## config.mk

```make
export PLATFORM = sky130hd
export DESIGN_NAME = bcd_down_timer_flat
export DESIGN_NICKNAME = d
export VERILOG_FILES = /design/src/rtl/bcd_down_timer_pkg.sv /design/src/rtl/bcd_down_timer_if.sv /design/src/rtl/bcd_down_timer_digit.sv /design/src/rtl/bcd_down_timer.sv /design/src/flat_wrapper.sv
export SDC_FILE = /design/constraint.sdc
export NUM_CORES = 1
export LEC_CHECK = 0
export ABC_AREA = 1
export CAP_MARGIN = 20
export CORE_MARGIN = 2
export CORE_UTILIZATION = 25
export CTS_CLUSTER_SIZE = 16
export DETAILED_ROUTE_END_ITERATION = 6
export GPL_ROUTABILITY_DRIVEN = 0
export PLACE_DENSITY = 0.49
export SYNTH_ARGS = -nofsm -noshare
export SYNTH_HDL_FRONTEND = slang
export SYNTH_HIERARCHICAL = 1
export SYNTH_SLANG_ARGS = --single-unit
```

## constraint.sdc

```tcl
create_clock -name CLK -period 4.3 [get_ports CLK]
set_clock_uncertainty 0.2 [all_clocks]
set_input_delay 1.29 -clock CLK [delete_from_list [all_inputs] [get_ports CLK]]
set_output_delay 1.29 -clock CLK [all_outputs]
set_load 0.01 [all_outputs]
```

## src/rtl/bcd_down_timer_pkg.sv

```systemverilog
`default_nettype none
// ============================================================================
// Module   : bcd_down_timer_pkg
// Brief    : Shared types and constants for the BCD countdown timer.
// Revision : 1.0 - initial release
// ============================================================================
package bcd_down_timer_pkg;

  // Largest legal value of one BCD decade
  localparam logic [3:0] BCD_MAX = 4'd9;

  // Timer control states
  typedef enum logic [1:0] {
    ST_IDLE = 2'd0,
    ST_RUN  = 2'd1,
    ST_HOLD = 2'd2,
    ST_DONE = 2'd3
  } state_e;

  // Out-of-range decades are saturated to 9 so the count is always valid BCD
  function automatic logic [3:0] clamp_digit(input logic [3:0] d);
    return (d > BCD_MAX) ? BCD_MAX : d;
  endfunction

endpackage
`default_nettype wire

```

## src/rtl/bcd_down_timer_if.sv

```systemverilog
`default_nettype none
// ============================================================================
// Module   : bcd_down_timer_if
// Brief    : Control/status bundle between a timer user and the timer.
// Revision : 1.0 - initial release
// ============================================================================
interface bcd_down_timer_if #(
  parameter int DIGITS = 2
) ();

  logic                  load;
  logic [4*DIGITS-1:0]   load_val;
  logic                  start;
  logic                  pause;
  logic [4*DIGITS-1:0]   count_out;
  logic                  busy;
  logic                  done;
  logic                  expired;

  modport master (
    output load, load_val, start, pause,
    input  count_out, busy, done, expired
  );

  modport slave (
    input  load, load_val, start, pause,
    output count_out, busy, done, expired
  );

endinterface
`default_nettype wire

```

## src/rtl/bcd_down_timer_digit.sv

```systemverilog
`default_nettype none
// ============================================================================
// Module   : bcd_down_digit
// Brief    : One BCD decade with clamped parallel load and borrow chain.
// Revision : 1.0 - initial release
// ============================================================================
module bcd_down_digit
  import bcd_down_timer_pkg::*;
(
  input  wire logic       CLK,
  input  wire logic       reset,
  input  wire logic       load_i,
  input  wire logic [3:0] d_i,
  input  wire logic       borrow_i,
  output logic      [3:0] q_o,
  output logic            borrow_o,
  output logic            is_zero_o
);

  logic [3:0] q_q;
  logic [3:0] q_d;

  // Next decade value: load wins, otherwise step down on an incoming borrow
  always_comb begin
    q_d = q_q;
    if (load_i) begin
      q_d = clamp_digit(d_i);
    end else if (borrow_i) begin
      q_d = (q_q == 4'd0) ? BCD_MAX : (q_q - 4'd1);
    end
  end

  // Decade register, cleared asynchronously
  always_ff @(posedge CLK or negedge reset) begin
    if (!reset) q_q <= 4'd0;
    else        q_q <= q_d;
  end

  assign q_o       = q_q;
  assign is_zero_o = (q_q == 4'd0);
  assign borrow_o  = borrow_i & (q_q == 4'd0);

endmodule
`default_nettype wire

```

## src/rtl/bcd_down_timer.sv

```systemverilog
`default_nettype none
// ============================================================================
// Module   : bcd_down_timer
// Brief    : Multi-decade BCD countdown timer with load/start/pause control.
// Revision : 1.0 - initial release
// ============================================================================
module bcd_down_timer
  import bcd_down_timer_pkg::*;
#(
  parameter int DIGITS = 2
) (
  input  wire logic         CLK,
  input  wire logic         reset,
  bcd_down_timer_if.slave   bus
);

  state_e              state_q, state_d;
  logic                done_q, done_d;
  logic                w_dec;
  logic                w_upper_zero;
  logic                w_one;
  logic                w_count_zero;
  logic [DIGITS:0]     w_borrow;
  logic [DIGITS-1:0]   w_is_zero;
  logic [4*DIGITS-1:0] w_count;

  // The lowest decade always takes the step's borrow; higher decades chain
  assign w_borrow[0] = w_dec;

  generate
    for (genvar gi = 0; gi < DIGITS; gi++) begin : g_digit
      bcd_down_digit u_digit (
        .CLK       (CLK),
        .reset     (reset),
        .load_i    (bus.load),
        .d_i       (bus.load_val[4*gi +: 4]),
        .borrow_i  (w_borrow[gi]),
        .q_o       (w_count[4*gi +: 4]),
        .borrow_o  (w_borrow[gi+1]),
        .is_zero_o (w_is_zero[gi])
      );
    end
  endgenerate

  // Count==1 means the next step lands on zero, so done can be registered
  // and line up with the first cycle count_out shows zero
  always_comb begin
    w_upper_zero = 1'b1;
    for (int i = 1; i < DIGITS; i++) begin
      w_upper_zero = w_upper_zero & w_is_zero[i];
    end
    w_count_zero = &w_is_zero;
    w_one        = (w_count[3:0] == 4'd1) & w_upper_zero;
  end

  // Next-state, decrement enable and done pulse; load overrides everything
  always_comb begin
    state_d = state_q;
    done_d  = 1'b0;
    w_dec   = 1'b0;
    if (bus.load) begin
      state_d = ST_IDLE;
    end else begin
      case (state_q)
        ST_IDLE: begin
          if (bus.start) begin
            if (w_count_zero) begin
              state_d = ST_DONE;
              done_d  = 1'b1;
            end else begin
              state_d = ST_RUN;
            end
          end
        end
        ST_RUN: begin
          if (bus.pause) begin
            state_d = ST_HOLD;
          end else begin
            w_dec = 1'b1;
            if (w_one) begin
              state_d = ST_DONE;
              done_d  = 1'b1;
            end
          end
        end
        ST_HOLD: begin
          if (bus.start && !bus.pause) state_d = ST_RUN;
        end
        ST_DONE: begin
          state_d = ST_DONE;
        end
        default: state_d = ST_IDLE;
      endcase
    end
  end

  // State and done-pulse registers, cleared asynchronously
  always_ff @(posedge CLK or negedge reset) begin
    if (!reset) begin
      state_q <= ST_IDLE;
      done_q  <= 1'b0;
    end else begin
      state_q <= state_d;
      done_q  <= done_d;
    end
  end

  assign bus.count_out = w_count;
  assign bus.busy      = (state_q == ST_RUN) || (state_q == ST_HOLD);
  assign bus.expired   = (state_q == ST_DONE);
  assign bus.done      = done_q;

endmodule
`default_nettype wire

```

## src/flat_wrapper.sv

```systemverilog
// flat-port wrapper written by rule: the top's interface ports become plain ports
module bcd_down_timer_flat import bcd_down_timer_pkg::*;
#(
  parameter int DIGITS = 2
)
  (CLK, reset, bus_load, bus_load_val, bus_start, bus_pause, bus_count_out, bus_busy, bus_done, bus_expired);
  bcd_down_timer_if #(.DIGITS(DIGITS)) bus_i ();
  input  wire logic CLK;
  input  wire logic reset;
  input wire logic [$bits(bus_i.load)-1:0] bus_load;
  input wire logic [$bits(bus_i.load_val)-1:0] bus_load_val;
  input wire logic [$bits(bus_i.start)-1:0] bus_start;
  input wire logic [$bits(bus_i.pause)-1:0] bus_pause;
  output wire logic [$bits(bus_i.count_out)-1:0] bus_count_out;
  output wire logic [$bits(bus_i.busy)-1:0] bus_busy;
  output wire logic [$bits(bus_i.done)-1:0] bus_done;
  output wire logic [$bits(bus_i.expired)-1:0] bus_expired;
  assign bus_i.load = bus_load;
  assign bus_i.load_val = bus_load_val;
  assign bus_i.start = bus_start;
  assign bus_i.pause = bus_pause;
  assign bus_count_out = bus_i.count_out;
  assign bus_busy = bus_i.busy;
  assign bus_done = bus_i.done;
  assign bus_expired = bus_i.expired;
  bcd_down_timer #(.DIGITS(DIGITS)) u_core (.CLK(CLK), .reset(reset), .bus(bus_i));
endmodule
```

Yosys cells after proc, flatten, opt, wreduce, memory -nomap -nowiden. Index checks and enable logic that the tools add are counted.

Register bits: 11. Bits in latches: 0. Bits in writable memories: 0. Bits in read-only memories: 0. Bits of input ports: 13. Output and inout bits: 11. Logic and storage cells: 51. Memories kept: 0.

Add/subtract/negate cells: 2. Multipliers: 0. Divide/modulo/power cells: 0. Magnitude comparators: 2. Equality and inequality tests: 7. Shift-type cells: 0. Multiplexer cells: 24. Bitwise logic cells: 2. Reductions and logical operators: 10.

Operators by type and width (count): 4-bit 2-to-1 mux (8); 2-bit 2-to-1 mux (6); 4-bit greater-than comparator (second input constant) (2); 4-bit logical NOT (2); 1-bit 2-to-1 mux (8); 2-bit case mux with 4 select lines (1); 4-bit by 1-bit subtractor with 4-bit output (second input constant) (2); 2-bit == test (second input constant) (2); 4-bit by 1-bit == test with 1-bit output (second input constant) (1); 4-bit by 3-bit inequality test with 1-bit output (second input constant) (1); 2-bit nonzero test (2); 3-bit by 2-bit inequality test with 1-bit output (second input constant) (1); 3-bit inequality test (second input constant) (1); 3-bit AND reduction (1); 1-bit bitwise AND (2); 2-bit by 1-bit == test with 1-bit output (second input constant) (1); 2-bit logical NOT (1); 1-bit case mux with 2 select lines (1); 2-bit AND reduction (1); 1-bit logical AND (1); 1-bit logical NOT (1); 1-bit logical OR (1).

Depth between registers and ports, before layout.
Depth in word-level cells: 6. Mapped depth: 10. Gate-level depth less buffers: 10.

Cells and area by module. The synthesis kept the hierarchy.

By module, submodules not included: bcd_down_digit (instances 2, cells each 43, area an instance 274.0 um2, sequential area each 100.1 um2); bcd_down_timer (instances 1, cells each 43, area an instance 294.0 um2, sequential area each 75.1 um2).

Least setup slack after synthesis. OpenSTA, ideal clock, no wires.

Path kind: input to register. Start point: in bus_pause. End point: reg u_core.g_digit[1].u_digit.q_q[0]. Library setup time: 65 ps. Data arrival time: 2088 ps. Data required time: 4035 ps. Path slack: 1947 ps. Cell stages on the path: 7. Path buffers: 0. Cell sequence: nor3_4 inv_1 nor2_1 inv_1 o21ai_0 nand2_1 nand2_1.

Longest elaborated chain between the ends: 5.

RTL lines: from (decl) (RTL line flat_wrapper.sv:13) `input wire logic [$bits(bus_i.pause)-1:0] bus_pause;`; 1-bit 2-to-1 mux (RTL line bcd_down_timer.sv:76) `if (bus.pause) begin`; 1-bit 2-to-1 mux (RTL line bcd_down_timer.sv:64) `case (state_q)`; 1-bit 2-to-1 mux (RTL line bcd_down_timer.sv:61) `if (bus.load) begin`; 1-bit bitwise AND (RTL line bcd_down_timer_digit.sv:41) `assign borrow_o = borrow_i & (q_q == 4'd0);`; named net u_core.w_borrow[1] (RTL line bcd_down_timer.sv:23) `logic [DIGITS:0] w_borrow;`; 2-bit nonzero test (no source line); to (signal assigned) (RTL line bcd_down_timer_digit.sv:36) `else q_q <= q_d;`; to (decl) (RTL line bcd_down_timer_digit.sv:20) `logic [3:0] q_q;`.

The timed path passes the listed nets, and every way through them passes these cells. A chain may end at the register's enable or synchronous reset.

Final worst setup path.
Start point: reg u_core.state_q[0]. End point: out bus_busy.

Longest elaborated chain between the ends: 2. Elaborated cells on any way between the ends: 3. Classes of those cells: eq/ne (2); reduce/logical (1).

RTL lines: from (decl) (RTL line bcd_down_timer.sv:17) `state_e state_q, state_d;`; from (signal assigned) (RTL line bcd_down_timer.sv:103) `state_q <= state_d;`; 2-bit by 1-bit == test with 1-bit output / 2-bit == test (equally long branches) (RTL line bcd_down_timer.sv:109) `assign bus.busy = (state_q == ST_RUN) || (state_q == ST_HOLD);`; 1-bit logical OR * (RTL line bcd_down_timer.sv:109); to (decl) (RTL line flat_wrapper.sv:15) `output wire logic [$bits(bus_i.busy)-1:0] bus_busy;`.

Mark *: on every way between the ends. The rest lies on a longest branch, timed or not.

==> summary.md <==
| Metric | Value |
|---|---|
| Run status | `finished, final reports clean` |
| Total global-route track usage | `0.116` |
| Post-layout nets | `~170` |
| Uppermost metal layer occupied by signal nets | `met3` |
| Final antenna-violating net count | `0` |
| Largest incremental delay on the critical path | `around 520 ps` |
| Crit path arrival time | `around 1600 ps` |
| Post-detailed-route wirelength per cell | `~9.9 µm` |
| Commonest non-fill, non-tap cell in the layout | `nand2_1` |
| Portion of the clock cycle consumed by the worst path in the final layout | `0.711` |
| Routed met1 length | `about 970 µm` |
| RSZ-0062 raised after global routing | `false` |
| Die height | `approximately 62 µm` |
| Number of buffers inserted during clock tree synthesis | `3` |
| Number of design-rule violations left by the first detailed-router iteration | `46` |
| Number of post-CTS setup repair buffers | `0` |
| Diodes inserted | `0` |
| Met2 Routed Length | `871 µm` |
| Post-route minimum period | `3060 ps` |
| Final wirelength | `1.99 mm` |
| Remaining global-route overflow | `0` |
| Mapped Cells | `~130` |
| Clk Latency, worst-skew pair | `270 ps` |
| Detailed-routed wire length on met3 | `153 µm` |
| Fin. max-slew vios | `0` |
| Max transition margin | `0.644` |
| Final number of setup-violating endpoints | `0` |
| Number of synthesis warnings | `6` |
| Half-perimeter wire length of the detailed placement result | `1.58 mm` |
| First-pass GRT wire length | `between 3 and 4 mm` |
| Number of placement rows | `21` |
| Max Fclk | `approximately 330 MHz` |
| Post-layout total power | `about 470 µW` |
| Final core area utilization | `0.351` |
| HP Start | `u_core/g_digit[1].u_digit/q_o[3]` |
| Num ports | `24` |
| Reg-to-reg critical path startpoint | `u_core/state_q[1]` |
| Final setup margin | `approximately 1200 ps` |
| Filler cell count | `approximately 370` |
| Total clock sinks | `11` |
| Count of cells along the worst register-to-register path | `10` |
| Post-Synthesis Net Count | `about 150` |
| Final worst hold slack | `around 350 ps` |
| Total die area | `between 3000 and 4000 µm²` |
| Logic depth of the worst path, buffers included | `3` |
| Cts repair resizes | `0` |
| Max FO, Critical Path | `4` |
| Number of H-tree branching levels | `1` |
| Syn Std Cell Area | `between 800 and 900 µm²` |
| TritonCTS clock tree | `yes` |
| Max-capacitance violation count | `0` |
| Most used cells in the layout excluding fill and tap cells | `nand2_1, inv_1, clkdlybuf4s50_1` |
| Total via count after detailed routing | `~850` |
| Number of cells on the worst hold path | `2` |
| Number of global-route vias before repair | `between 700 and 800` |
| Worst path slowest cell | `clkdlybuf4s50_1` |
| Worst R2R Setup Slack | `between 2000 and 2500 ps` |
| Leakage power summed over all cells | `0.000571 µW` |
| Maximum number of buffers from clock root to sink | `2` |
| Largest net degree at the start of global routing | `13` |
| Transition at the pin with the smallest max-transition slack | `roughly 530 ps` |
| Length of the first detailed-routing pass in iterations | `5` |
| Category of the critical setup timing path | `reg2out` |
| Clock slew at reported path FFs | `approximately 70 ps` |
| Initial cell density of the core | `0.255` |
| Worst Setup End Kind | `output port` |
| Data required time of the critical path | `between 2000 and 3000 ps` |
| Worst ir drop on vdd | `between 0.15 and 0.2 mV` |
| Average cell area after synthesis | `6.55 µm²` |
| Hold Vio Cnt, Final | `0` |
| Critical path buffer and inverter count | `2` |
| Worst min path class | `reg2reg` |
| Number of I/O port buffers | `23` |
| Number of design rule violations left after detail routing | `0` |
| Total negative setup slack | `0 ps` |
| Floorplan Core Area | `3280 µm²` |
| P per Cell Area | `~410 nW/µm²` |
| Setup WS pre-CTS | `roughly 1000 ps` |
| Critical path launch point type | `flip-flop` |
| Antenna violations before repair | `0` |
| Growth of design area from synthesis to finish | `37.5%` |
| Clock root cell | `clkbuf_4` |
| Hold-fix buffers at CTS | `0` |
| CP top delay family | `buffers and inverters` |
| Fraction of final layout cells sized beyond drive strength 1 | `0.0839` |
| Routed vias/inst | `about 4.2` |
| Sequence of cells on the critical path | `inv_1 > ha_1 > clkdlybuf4s50_1` |
| Horiz. Die Dim | `between 60 and 70 µm` |
| Startpoint of the worst setup timing path | `u_core/state_q[0]` |
[area by class of cell]
cell class,count,area [µm²],area share
flip-flops and latches,11,275,0.239
clock buffers,4,26.3,0.0228
inverters,24,90.1,0.0782
well taps,46,57.6,0.0499
repair buffers,23,230,0.200
multi-input cells,93,473,0.410
[power breakdown]
| group | switching [µW] | leakage (µW) | internal [µW] | total (µW) |
|---|---|---|---|---|
| Combinational | 125 | 0.000422 | 111 | 236 |
| Sequential | 32.0 | 0.000134 | 127 | 159 |
| Clock | 37.7 | 0.0000150 | 35.9 | 73.7 |
[registers in the layout, indices dropped and copies added (netlist names)]
register	count
u_core/bus.done	1
u_core/g_digit.u_digit/q_o	8
u_core/state_q	2
[layer usage]
metal	up-vias	GRT usage
met4	0	0.0182
met2	31	0.180
met1	366	0.158
met5	-	0
met3	0	0.0393
li1	452	-
[per-stage QoR]
stage / instances / cell area [µm²]
after floorplan: 128 / 838
after global placement: 197 / 1130
after detailed placement: 197 / 1130
after CTS: 201 / 1150
after global routing: 201 / 1150
final: 201 / 1150
[worst paths after layout]
check                                                    to
min in group asynchronous  u_core/g_digit[1].u_digit/q_o[1]
min                        u_core/g_digit[1].u_digit/q_o[3]
max                                                bus_busy
min reg2reg                u_core/g_digit[1].u_digit/q_o[3]
max in group asynchronous                 u_core/state_q[1]
max reg2reg                u_core/g_digit[1].u_digit/q_o[0]
[worst reg2reg max path, delay by kind of cell, from the launching register on]
family / cells / cell delay, ps
fa+ha+maj: 1 / 160
simple gates: 4 / 460
buf+inv: 4 / 300
compound gates: 1 / 260
flops: 1 / 420
No activity file was read; power rests on OpenSTA's default activity.
